--- src/rtl/ifetch_unit_pkg.sv ---
// Shared constants and types for the instruction fetch stage:
// address/instruction widths, boolean aliases, FSM encoding and
// helpers that derive instruction-cache index/tag bit ranges from IDX_W.
package ifetch_unit_pkg;

  // Address and instruction word widths (ADDR / INSTRLEN ranges).
  localparam int ADDR_W    = 32;
  localparam int INSTR_W   = 32;

  // Boolean aliases and the all-zero word.
  localparam logic                TRUE   = 1'b1;
  localparam logic                FALSE  = 1'b0;
  localparam logic [ADDR_W-1:0]   NULL32 = '0;

  // Byte offset within a word; the cache index starts right above it.
  localparam int WORD_OFF_W = 2;

  // Fetch FSM: either ready to look up the PC, or waiting on memory.
  typedef enum logic {
    S_IDLE     = 1'b0,
    S_WAIT_MEM = 1'b1
  } fetch_state_t;

  // Lowest/highest bit of the cache index within a byte address.
  function automatic int icache_idx_lo();
    return WORD_OFF_W;
  endfunction

  function automatic int icache_idx_hi(input int idx_w);
    return idx_w + WORD_OFF_W - 1;
  endfunction

  // Lowest bit of the cache tag and its width within a byte address.
  function automatic int icache_tag_lo(input int idx_w);
    return idx_w + WORD_OFF_W;
  endfunction

  function automatic int icache_tag_w(input int idx_w);
    return ADDR_W - idx_w - WORD_OFF_W;
  endfunction

endpackage

--- src/rtl/icache_dm.sv ---
// Direct-mapped instruction cache, one 32-bit word per line.
// Combinational lookup port (word address -> hit, data) and a synchronous
// write port. Valid bits clear asynchronously on rst; tag/data do not.
module icache_dm
  import ifetch_unit_pkg::*;
#(
  parameter int LINES = 64,
  parameter int IDX_W = 6
) (
  input  logic                          clk,
  input  logic                          rst,
  // Lookup port, word address (byte offset stripped)
  input  logic [ADDR_W-1:WORD_OFF_W]    i_rd_addr,
  output logic                          o_hit,
  output logic [INSTR_W-1:0]            o_rd_data,
  // Fill port, word address
  input  logic                          i_we,
  input  logic [ADDR_W-1:WORD_OFF_W]    i_wr_addr,
  input  logic [INSTR_W-1:0]            i_wr_data
);

  localparam int IDX_LO = icache_idx_lo();
  localparam int IDX_HI = icache_idx_hi(IDX_W);
  localparam int TAG_LO = icache_tag_lo(IDX_W);
  localparam int TAG_W  = icache_tag_w(IDX_W);

  logic [LINES-1:0]   r_valid;
  logic [TAG_W-1:0]   r_tag  [LINES];
  logic [INSTR_W-1:0] r_data [LINES];

  logic [IDX_W-1:0]   w_rd_idx;
  logic [TAG_W-1:0]   w_rd_tag;
  logic [IDX_W-1:0]   w_wr_idx;
  logic [TAG_W-1:0]   w_wr_tag;

  assign w_rd_idx = i_rd_addr[IDX_HI:IDX_LO];
  assign w_rd_tag = i_rd_addr[ADDR_W-1:TAG_LO];
  assign w_wr_idx = i_wr_addr[IDX_HI:IDX_LO];
  assign w_wr_tag = i_wr_addr[ADDR_W-1:TAG_LO];

  // Valid bits: cleared on reset, set when a line is filled.
  // NOTE: sequential state uses non-blocking (<=) so every flop samples
  // pre-edge values and simulation matches the synthesized registers.
  always_ff @(posedge clk or posedge rst) begin
    if (rst) begin
      r_valid <= '0;
    end else if (i_we) begin
      r_valid[w_wr_idx] <= TRUE;
    end
  end

  // Tag and data arrays: written on fill only.
  // NOTE: these arrays are deliberately not reset; the valid bits gate every
  // lookup, so stale contents are never visible and the arrays can map to RAM.
  always_ff @(posedge clk) begin
    if (i_we) begin
      r_tag[w_wr_idx]  <= w_wr_tag;
      r_data[w_wr_idx] <= i_wr_data;
    end
  end

  assign o_hit     = r_valid[w_rd_idx] && (r_tag[w_rd_idx] == w_rd_tag);
  assign o_rd_data = r_data[w_rd_idx];

endmodule

--- src/rtl/ifetch_unit.sv ---
// Instruction fetch stage: owns the PC, a direct-mapped I-cache and the
// miss FSM. Issues one instruction per cycle to the decoder on a hit,
// fetches missing words from the memory controller, stalls on a full
// backend and redirects on a ROB misprediction. All outputs are registered.
module ifetch_unit
  import ifetch_unit_pkg::*;
#(
  parameter int               ICACHE_LINES = 64,
  parameter int               IDX_W        = 6,
  parameter logic [31:0]      RESET_PC     = 32'h0
) (
  input  logic                clk,
  input  logic                rst,
  input  logic                rdy,
  input  logic                stall,
  input  logic                jump_wrong,
  input  logic [ADDR_W-1:0]   jump_pc,
  output logic                mem_req,
  output logic [ADDR_W-1:0]   mem_addr,
  input  logic                mem_done,
  input  logic [INSTR_W-1:0]  mem_instr,
  output logic                IF_success,
  output logic [INSTR_W-1:0]  instr,
  output logic [ADDR_W-1:0]   fetch_pc
);

  // Architectural state and registered outputs
  fetch_state_t         r_state;
  logic [ADDR_W-1:0]    r_pc;
  logic                 r_if_success;
  logic [INSTR_W-1:0]   r_instr;
  logic [ADDR_W-1:0]    r_fetch_pc;
  logic                 r_mem_req;
  logic [ADDR_W-1:0]    r_mem_addr;

  // Next-state values
  fetch_state_t         w_state_nxt;
  logic [ADDR_W-1:0]    w_pc_nxt;
  logic                 w_if_success_nxt;
  logic [INSTR_W-1:0]   w_instr_nxt;
  logic [ADDR_W-1:0]    w_fetch_pc_nxt;
  logic                 w_mem_req_nxt;
  logic [ADDR_W-1:0]    w_mem_addr_nxt;

  // Cache interface
  logic                 w_hit;
  logic [INSTR_W-1:0]   w_line_data;
  logic                 w_cache_we;
  logic                 w_fill;

  // A fill happens whenever memory answers an outstanding request, even if
  // a redirect lands in the same cycle: the address is still valid.
  assign w_fill     = (r_state == S_WAIT_MEM) && mem_done;
  assign w_cache_we = rdy && w_fill;

  icache_dm #(
    .LINES (ICACHE_LINES),
    .IDX_W (IDX_W)
  ) u_icache (
    .clk       (clk),
    .rst       (rst),
    .i_rd_addr (r_pc[ADDR_W-1:WORD_OFF_W]),
    .o_hit     (w_hit),
    .o_rd_data (w_line_data),
    .i_we      (w_cache_we),
    .i_wr_addr (r_mem_addr[ADDR_W-1:WORD_OFF_W]),
    .i_wr_data (mem_instr)
  );

  // State register for the fetch FSM.
  always_ff @(posedge clk or posedge rst) begin
    if (rst) begin
      r_state <= S_IDLE;
    end else begin
      r_state <= w_state_nxt;
    end
  end

  // Next-state logic: redirect wins, otherwise miss -> WAIT_MEM -> IDLE.
  // NOTE: every variable assigned in always_comb gets a default first, so no
  // path leaves it unassigned and no latch is inferred.
  always_comb begin
    w_state_nxt = r_state;
    if (rdy) begin
      if (jump_wrong) begin
        w_state_nxt = S_IDLE;
      end else begin
        unique case (r_state)
          S_IDLE:     if (!w_hit)   w_state_nxt = S_WAIT_MEM;
          S_WAIT_MEM: if (mem_done) w_state_nxt = S_IDLE;
          default:                  w_state_nxt = S_IDLE;
        endcase
      end
    end
  end

  // Output/datapath logic: PC advance, issue, and memory request control.
  // With rdy low everything holds except the issue pulse, which drops.
  always_comb begin
    w_pc_nxt         = r_pc;
    w_if_success_nxt = FALSE;
    w_instr_nxt      = r_instr;
    w_fetch_pc_nxt   = r_fetch_pc;
    w_mem_req_nxt    = r_mem_req;
    w_mem_addr_nxt   = r_mem_addr;
    if (rdy) begin
      if (jump_wrong) begin
        // Abandon any outstanding request; old-path words never issue.
        w_pc_nxt      = jump_pc;
        w_mem_req_nxt = FALSE;
      end else begin
        unique case (r_state)
          S_IDLE: begin
            if (w_hit) begin
              if (!stall) begin
                w_if_success_nxt = TRUE;
                w_instr_nxt      = w_line_data;
                w_fetch_pc_nxt   = r_pc;
                w_pc_nxt         = r_pc + 32'd4;
              end
            end else begin
              // Misses are serviced even while the backend is full.
              w_mem_req_nxt  = TRUE;
              w_mem_addr_nxt = {r_pc[ADDR_W-1:WORD_OFF_W], 2'b00};
            end
          end
          S_WAIT_MEM: begin
            // Request stays stable until the controller answers; the word
            // then issues next cycle through the normal hit path.
            if (mem_done) w_mem_req_nxt = FALSE;
          end
          default: w_mem_req_nxt = FALSE;
        endcase
      end
    end
  end

  // PC and registered outputs.
  always_ff @(posedge clk or posedge rst) begin
    if (rst) begin
      r_pc         <= RESET_PC;
      r_if_success <= FALSE;
      r_instr      <= NULL32;
      r_fetch_pc   <= NULL32;
      r_mem_req    <= FALSE;
      r_mem_addr   <= NULL32;
    end else begin
      r_pc         <= w_pc_nxt;
      r_if_success <= w_if_success_nxt;
      r_instr      <= w_instr_nxt;
      r_fetch_pc   <= w_fetch_pc_nxt;
      r_mem_req    <= w_mem_req_nxt;
      r_mem_addr   <= w_mem_addr_nxt;
    end
  end

  assign IF_success = r_if_success;
  assign instr      = r_instr;
  assign fetch_pc   = r_fetch_pc;
  assign mem_req    = r_mem_req;
  assign mem_addr   = r_mem_addr;

endmodule

--- config.mk ---
export PLATFORM = sky130hd
export DESIGN_NAME = ifetch_unit
export DESIGN_NICKNAME = d
export VERILOG_FILES = /design/src/rtl/ifetch_unit_pkg.sv /design/src/rtl/icache_dm.sv /design/src/rtl/ifetch_unit.sv
export SDC_FILE = /design/constraint.sdc
export NUM_CORES = 2
export LEC_CHECK = 0
export ABC_AREA = 1
export BUFFER_PORTS_ARGS = -buffer_cell sky130_fd_sc_hd__buf_2
export CORE_ASPECT_RATIO = 2
export CORE_UTILIZATION = 55
export CTS_BUF_LIST = sky130_fd_sc_hd__clkbuf_4
export DETAILED_ROUTE_END_ITERATION = 10
export MAX_ROUTING_LAYER = met4
export PLACE_DENSITY_LB_ADDON = 0.05
export SLEW_MARGIN = 30
export SYNTH_ARGS = -nofsm -noshare
export SYNTH_HDL_FRONTEND = slang
export SYNTH_SLANG_ARGS = --single-unit
--- constraint.sdc ---
create_clock -name clk -period 16.35 [get_ports clk]
set_clock_uncertainty 0.15 [all_clocks]
set_input_delay 0 -clock clk [delete_from_list [all_inputs] [get_ports clk]]
set_output_delay 0 -clock clk [all_outputs]
set_load 0.02 [all_outputs]
; ---- Word-level counts from Yosys, hierarchy flattened
; Memory sizes are Yosys's and may differ from the RTL's. A register that Yosys moved wholly into a read port is not among the register bits.
; Cells that the tools add are included.
[classes]
n_addsub = 1
multipliers = 0
n_div = 0
order_cmp = 3
eq_ne = 5
shift = 0
mux = 23
n_bitwise = 5
n_reduce_logical = 9
[op_table]
columns = cell, n
row1 = 32-bit two-way mux, 4
row2 = 64-bit bitwise OR, 1
row3 = 32-bit by 3-bit adder with 32-bit output (second input constant), 1
row4 = 24-bit == test, 1
row5 = 1-bit two-way mux, 15
row6 = 6-bit by 7-bit less-than comparator with 1-bit output (second input constant), 2
row7 = 4-bit AND reduction, 2
row8 = 1-bit binary-select mux with 6-bit select, 1
row9 = 1-bit demux with 6-bit select, 1
row10 = 6-bit by 1-bit >= comparator with 1-bit output (second input constant), 1
row11 = 3-bit inequality test (second input constant), 2
row12 = 5-bit AND reduction, 1
row13 = 1-bit logical AND, 4
row14 = 1-bit inverter, 4
row15 = 1-bit one-hot mux with 2 select lines, 2
row16 = 3-bit AND reduction, 1
row17 = 2-bit by 1-bit inequality test with 1-bit output (second input constant), 1
row18 = 2-bit inequality test (second input constant), 1
row19 = 2-bit nonzero test, 1
[totals]
register_bits = 161
latch_bits = 0
mem_bits_rw = 3584
mem_bits_ro = 0
inputBits = 70
out_inout_bits = 98
word_cells = 55
n_memories = 2
[memory_table]
columns = memory, words, word_bits, rd, rd_ports_with_merged_regs, wr, line
row1 = u_icache.r_data, 64, 32, 1, 1, 1, icache_dm.sv:29  ; logic [INSTR_W-1:0] r_data [LINES];
row2 = u_icache.r_tag, 64, 24, 1, 0, 1, icache_dm.sv:28  ; logic [TAG_W-1:0] r_tag [LINES];

; ---- Longest topological paths before layout
[depth]
ltp_word = 7
depth_mapped = 28
depth_no_buf = 23

; ---- Hierarchy
; A second synthesis with hierarchy kept.
[hier_totals]
cells_unflattened = 12028
hier_area_um2 = 150390.5
[by_module_without_submodules]
columns = module, instances, cells_each, area_per_inst_um2, seq_area_each_um2
row1 = icache_dm, 1, 11271, 144521.1, 109224.8
row2 = ifetch_unit, 1, 757, 5869.4, 3228.1

; ---- Worst setup path after synthesis
; OpenSTA, ideal clock, no wires.
[synth_timing]
path_type = reg2reg
start = register r_mem_addr[2], in the netlist mem_addr[2]
end = memory u_icache.r_data[13][0], enable pin
setup_time_ns = 0.470
arrival_ns = 3.648
slack_ns = 12.082
path_stages_with_launch = 6
path_buffers = 1
cell_sequence = dfrtp_1 inv_1 nor3_1 nand2_1 clkbuf_1 nor2_1
[synth_lines]
columns = element, line
row1 = from (decl), ifetch_unit.sv:34  ; logic [ADDR_W-1:0] r_mem_addr;
row2 = from (signal assigned), ifetch_unit.sv:153  ; r_mem_addr <= w_mem_addr_nxt;
row3 = to (decl), icache_dm.sv:29
; No word-level cell before the write port.

; ---- Final worst setup path
[layout_timing]
start = register r_pc[2]
end = register r_pc[9]
[layout_between]
elab_chain_cells = 5
[layout_rtl]
columns = element, line
row1 = from (decl), ifetch_unit.sv:29  ; logic [ADDR_W-1:0] r_pc;
row2 = from (signal assigned), ifetch_unit.sv:148  ; r_pc <= w_pc_nxt;
row3 = "memory read 64 x 24 bit, or another cell as far along", -
row4 = "24-bit == test, or another cell as far along", icache_dm.sv:62  ; assign o_hit = r_valid[w_rd_idx] && (r_tag[w_rd_idx] == w_rd_tag);
row5 = 1-bit logical AND / 32-bit two-way mux (equally long branches), "icache_dm.sv:62, ifetch_unit.sv:114"
row6 = 2-bit nonzero test (no line) / 32-bit two-way mux (equally long branches), -
row7 = 4-bit AND reduction (no line) / 32-bit two-way mux (equally long branches), -
; Parallel ways exist; a longest one is shown, timed or not. The select of a mux whose other input is x is not followed.
; A chain may end at the register's enable or synchronous reset.

==> flow_summary_export.csv <==
group,metric,value,unit
critical_path,arrival,9.48,ns
routing,via_count,109468,
pwr,p_total,23.3,mW
floorplan,floorplan.core_area,273000,sq um
clock_tree,post-cts-setup-buffer-count,0,
placed_design,place_area,156000,sq um
floorplan,rows,271,
synth,synth.distinct_cells,44,
routing,avgViaCountPerCell,6.35,
global_routing,antenna_found_initial,27,
synth,postSynthCellCount,12273,
critical_path,start_kind,"flop",
global_routing,first_global_vias,105401,
placed_design,dp_hpwl,292000,microns
pwr,vdd_drop_max,99.1,uV
synth,synthArstFlopShare,5.11,%
clock_tree,cts_tree,"yes",
min_path,hold_path.class,"in -> reg",
synth,ys.flop_type,"edfxtp_1",
global_routing,grt_max_degree,206,
routing,drc,0,
routing,drt_iter0_drc,14259,
clock_tree,clock_tree.buffer_depth,4,
synth,ys_warn_count,0,
layout,fin_nets,13104,
floorplan,start_util,55.4,%
routing,drt_pass1_iterations,9,
critical_path,rrSetupSlack,8.07,ns
critical_path,criticalPathCategory,"reg -> reg",
synth,synth_area,151000,sq um
sta,finalHoldViolations,0,
routing,wl_per_cell,31.4,microns
placed_design,gp_congestion,0.942,
layout,fillers,21636,
synth,synth_edf_count,3584,
critical_path,crit_path_end_kind,"flop",
synth,yosys_register_bits,3777,
sta,rsz0062_at_grt,"false",
sta,fin_hold_ws,0.0697,ns
critical_path,crit_required,17.56,ns
clock_tree,clock_sinks,3777,
pwr,p_leak,60.2,nW
sta,period_needed,8.28,ns
layout,final_cell_area,170000,sq um
clock_tree,cts.clk_slew.worst_paths,0.07,ns
synth,seq_area_frac_synth,74.4,%
clock_tree,insertion_delay,1.58,ns
critical_path,cp_common_cell,"nand2_1",
sta,finalSetupViolations,0,
global_routing,grt_pass1_wl,755000,microns
layout,drive_above_1_share,14.0,%
sta,post-route-period-util,50.6,%
routing,routed_wl,542000,microns
routing,ant_nets,0,
layout,final_util,62.3,%
floorplan,boundaryPins,168,
global_routing,track_usage,39.8,%
clock_tree,cts_made_buffers,813,
floorplan,die_w,373,microns
synth,syn_avg_cell_area,12.3,sq um
sta,fmax,121,MHz
outcome,status,"finished clean",
layout,area_delta_synth_final,12.4,%
clock_tree,cts_root_buffer,"clkbuf_4",
clock_tree,cts-htree-levels,6,
sta,relSlewSlack,24.5,%
floorplan,dieArea,277000,sq um
sta,worst_slew_pin_slew,1.13,ns
global_routing,gr-total-overflow,0,
critical_path,worstPathMaxFanout,83,
run,cap_violations,0,
sta,fin_tns_setup,0,ns
placed_design,port_buffers,165,
sta,slew_violations,0,
pwr,power.density,137,nW/um^2
floorplan,die_y,743,microns
critical_path,crit_slowest_cell,"buf_4",
critical_path,slowest_delay,0.87,ns
per-stage QoR:
stage | setup WS (ns) | cells
after floorplan | 10.94 | 12274
after global placement | 8.89 | 15433
after detailed placement | 8.80 | 15448
after CTS | 8.33 | 17211
after global routing | 7.74 | 17226
final | 8.07 | 17232
timing repair:
| item | in CTS | in global routing |
|---|---|---|
| endpoints found under the setup margin | 0 | 0 |
| gates resized for setup | 0 | 0 |
| hold buffers | 317 | 0 |
| hold endpoints to repair | 2625 | 0 |
cell usage after synthesis, types with 9 or more instances:
cell	number	share of area, %
buf_4	36	0.18
nand2_1	1830	4.5
dfrtp_1	193	3.2
o22ai_1	321	1.3
nand4_1	62	0.26
a31oi_1	51	0.21
buf_2	236	0.78
buf_6	26	0.19
buf_1	52	0.13
o21ai_0	1549	5.1
a21oi_1	161	0.53
or2_2	50	0.21
o211ai_1	126	0.63
edfxtp_1	3584	71
a221oi_1	14	0.081
clkbuf_1	468	1.2
a32oi_1	14	0.081
inv_2	9	0.022
o221ai_1	196	1.1
xor2_1	17	0.099
o21ai_1	142	0.47
nor2_1	2066	5.1
nand3_1	632	2.1
inv_1	396	0.98
cells in the final DEF (no fill, tap or decap), types with 29 or more instances in the layout:
| master | count |
|---|---|
| or2_2 | 50 |
| nand2_1 | 1829 |
| buf_4 | 243 |
| o21ai_1 | 142 |
| a31oi_1 | 51 |
| o22ai_1 | 321 |
| dfrtp_1 | 166 |
| a21oi_1 | 160 |
| nand3_1 | 628 |
| o211ai_1 | 126 |
| nor2_1 | 2000 |
| buf_12 | 44 |
| o221ai_1 | 196 |
| clkbuf_4 | 1221 |
| edfxtp_1 | 3584 |
| buf_2 | 163 |
| nor2_4 | 67 |
| clkinv_1 | 180 |
| clkinv_2 | 29 |
| nand4_1 | 62 |
| o21ai_0 | 1549 |
| dlygate4sd3_1 | 286 |
| inv_1 | 393 |
cell families after synthesis:
group | share of synthesized area, %
and+or+nand+nor | 12.4
DFF | 74.4
AOI/OAI and AO/OA | 9.64
buffers and inverters | 3.47
xor gates and xnor gates | 0.0985
adders and majority gates | 0.00828
other | 0.00248
per-layer routing:
layer  track usage, %  up-vias  wire length (microns)
met4             27.2        0                  41800
met1             46.3    54387                 185000
met5                -        -                      0
li1                 -    46130                      -
met3             6.60     1819                  53900
met2             63.7     7132                 261000
worst max-delay path, delay by kind of cell (launching register included):
| kind | cells | cell delay, ns |
|---|---|---|
| AOI/OAI and AO/OA | 1 | 0.10 |
| DFF | 1 | 0.82 |
| and+or+nand+nor | 18 | 2.51 |
| buffers and inverters | 7 | 4.26 |
cell type report:
class	count	area [sq um]	area share, %
diodes	19	47.5	0.0280
repair buffers	762	6970	4.11
clock inverters	225	1100	0.647
well taps	3549	4440	2.62
flip-flops and latches	3777	113000	66.3
clock buffers	1221	9170	5.40
inverters	411	1600	0.942
multi-input cells	7268	33900	20.0
state kept, by name, summed over array words and instances, names as in the netlist:
name and flops:
u_icache.r_valid 64, instr 32, mem_addr 30, fetch_pc 32, mem_req 1, r_state 1
u_icache.r_data 2048, u_icache.r_tag 1536, IF_success 1, r_pc 32
report_power, final:
group          internal, mW  total, mW  switching [mW]  leakage (nW)
Combinational          1.27       4.92            3.65          19.2
Sequential             10.9       11.2           0.257          34.9
Clock                  3.50       7.14            3.65          6.16
Total                  15.7       23.3            7.55          60.2
worst paths after layout:
| path | from | to | depth (start not counted) |
|---|---|---|---|
| min in group asynchronous | rst | fetch_pc[0]$_DFFE_PP0P_ | 6 |
| worst max-delay path | r_pc[2]$_DFFE_PP0P_ | r_pc[9]$_DFFE_PP0P_ | 26 |
| worst max register to register | r_pc[2]$_DFFE_PP0P_ | r_pc[9]$_DFFE_PP0P_ | 26 |
| worst min-delay path | mem_instr[26] | u_icache.r_data[55][26]$_DFFE_PP_ | 4 |
| max in group asynchronous | rst | instr[22]$_DFFE_PP0P_ | 6 |
| worst min register to register | u_icache.r_valid[23]$_DFFE_PP0P_ | u_icache.r_valid[23]$_DFFE_PP0P_ | 2 |
Note: power is estimated with default switching activity, not from simulation.
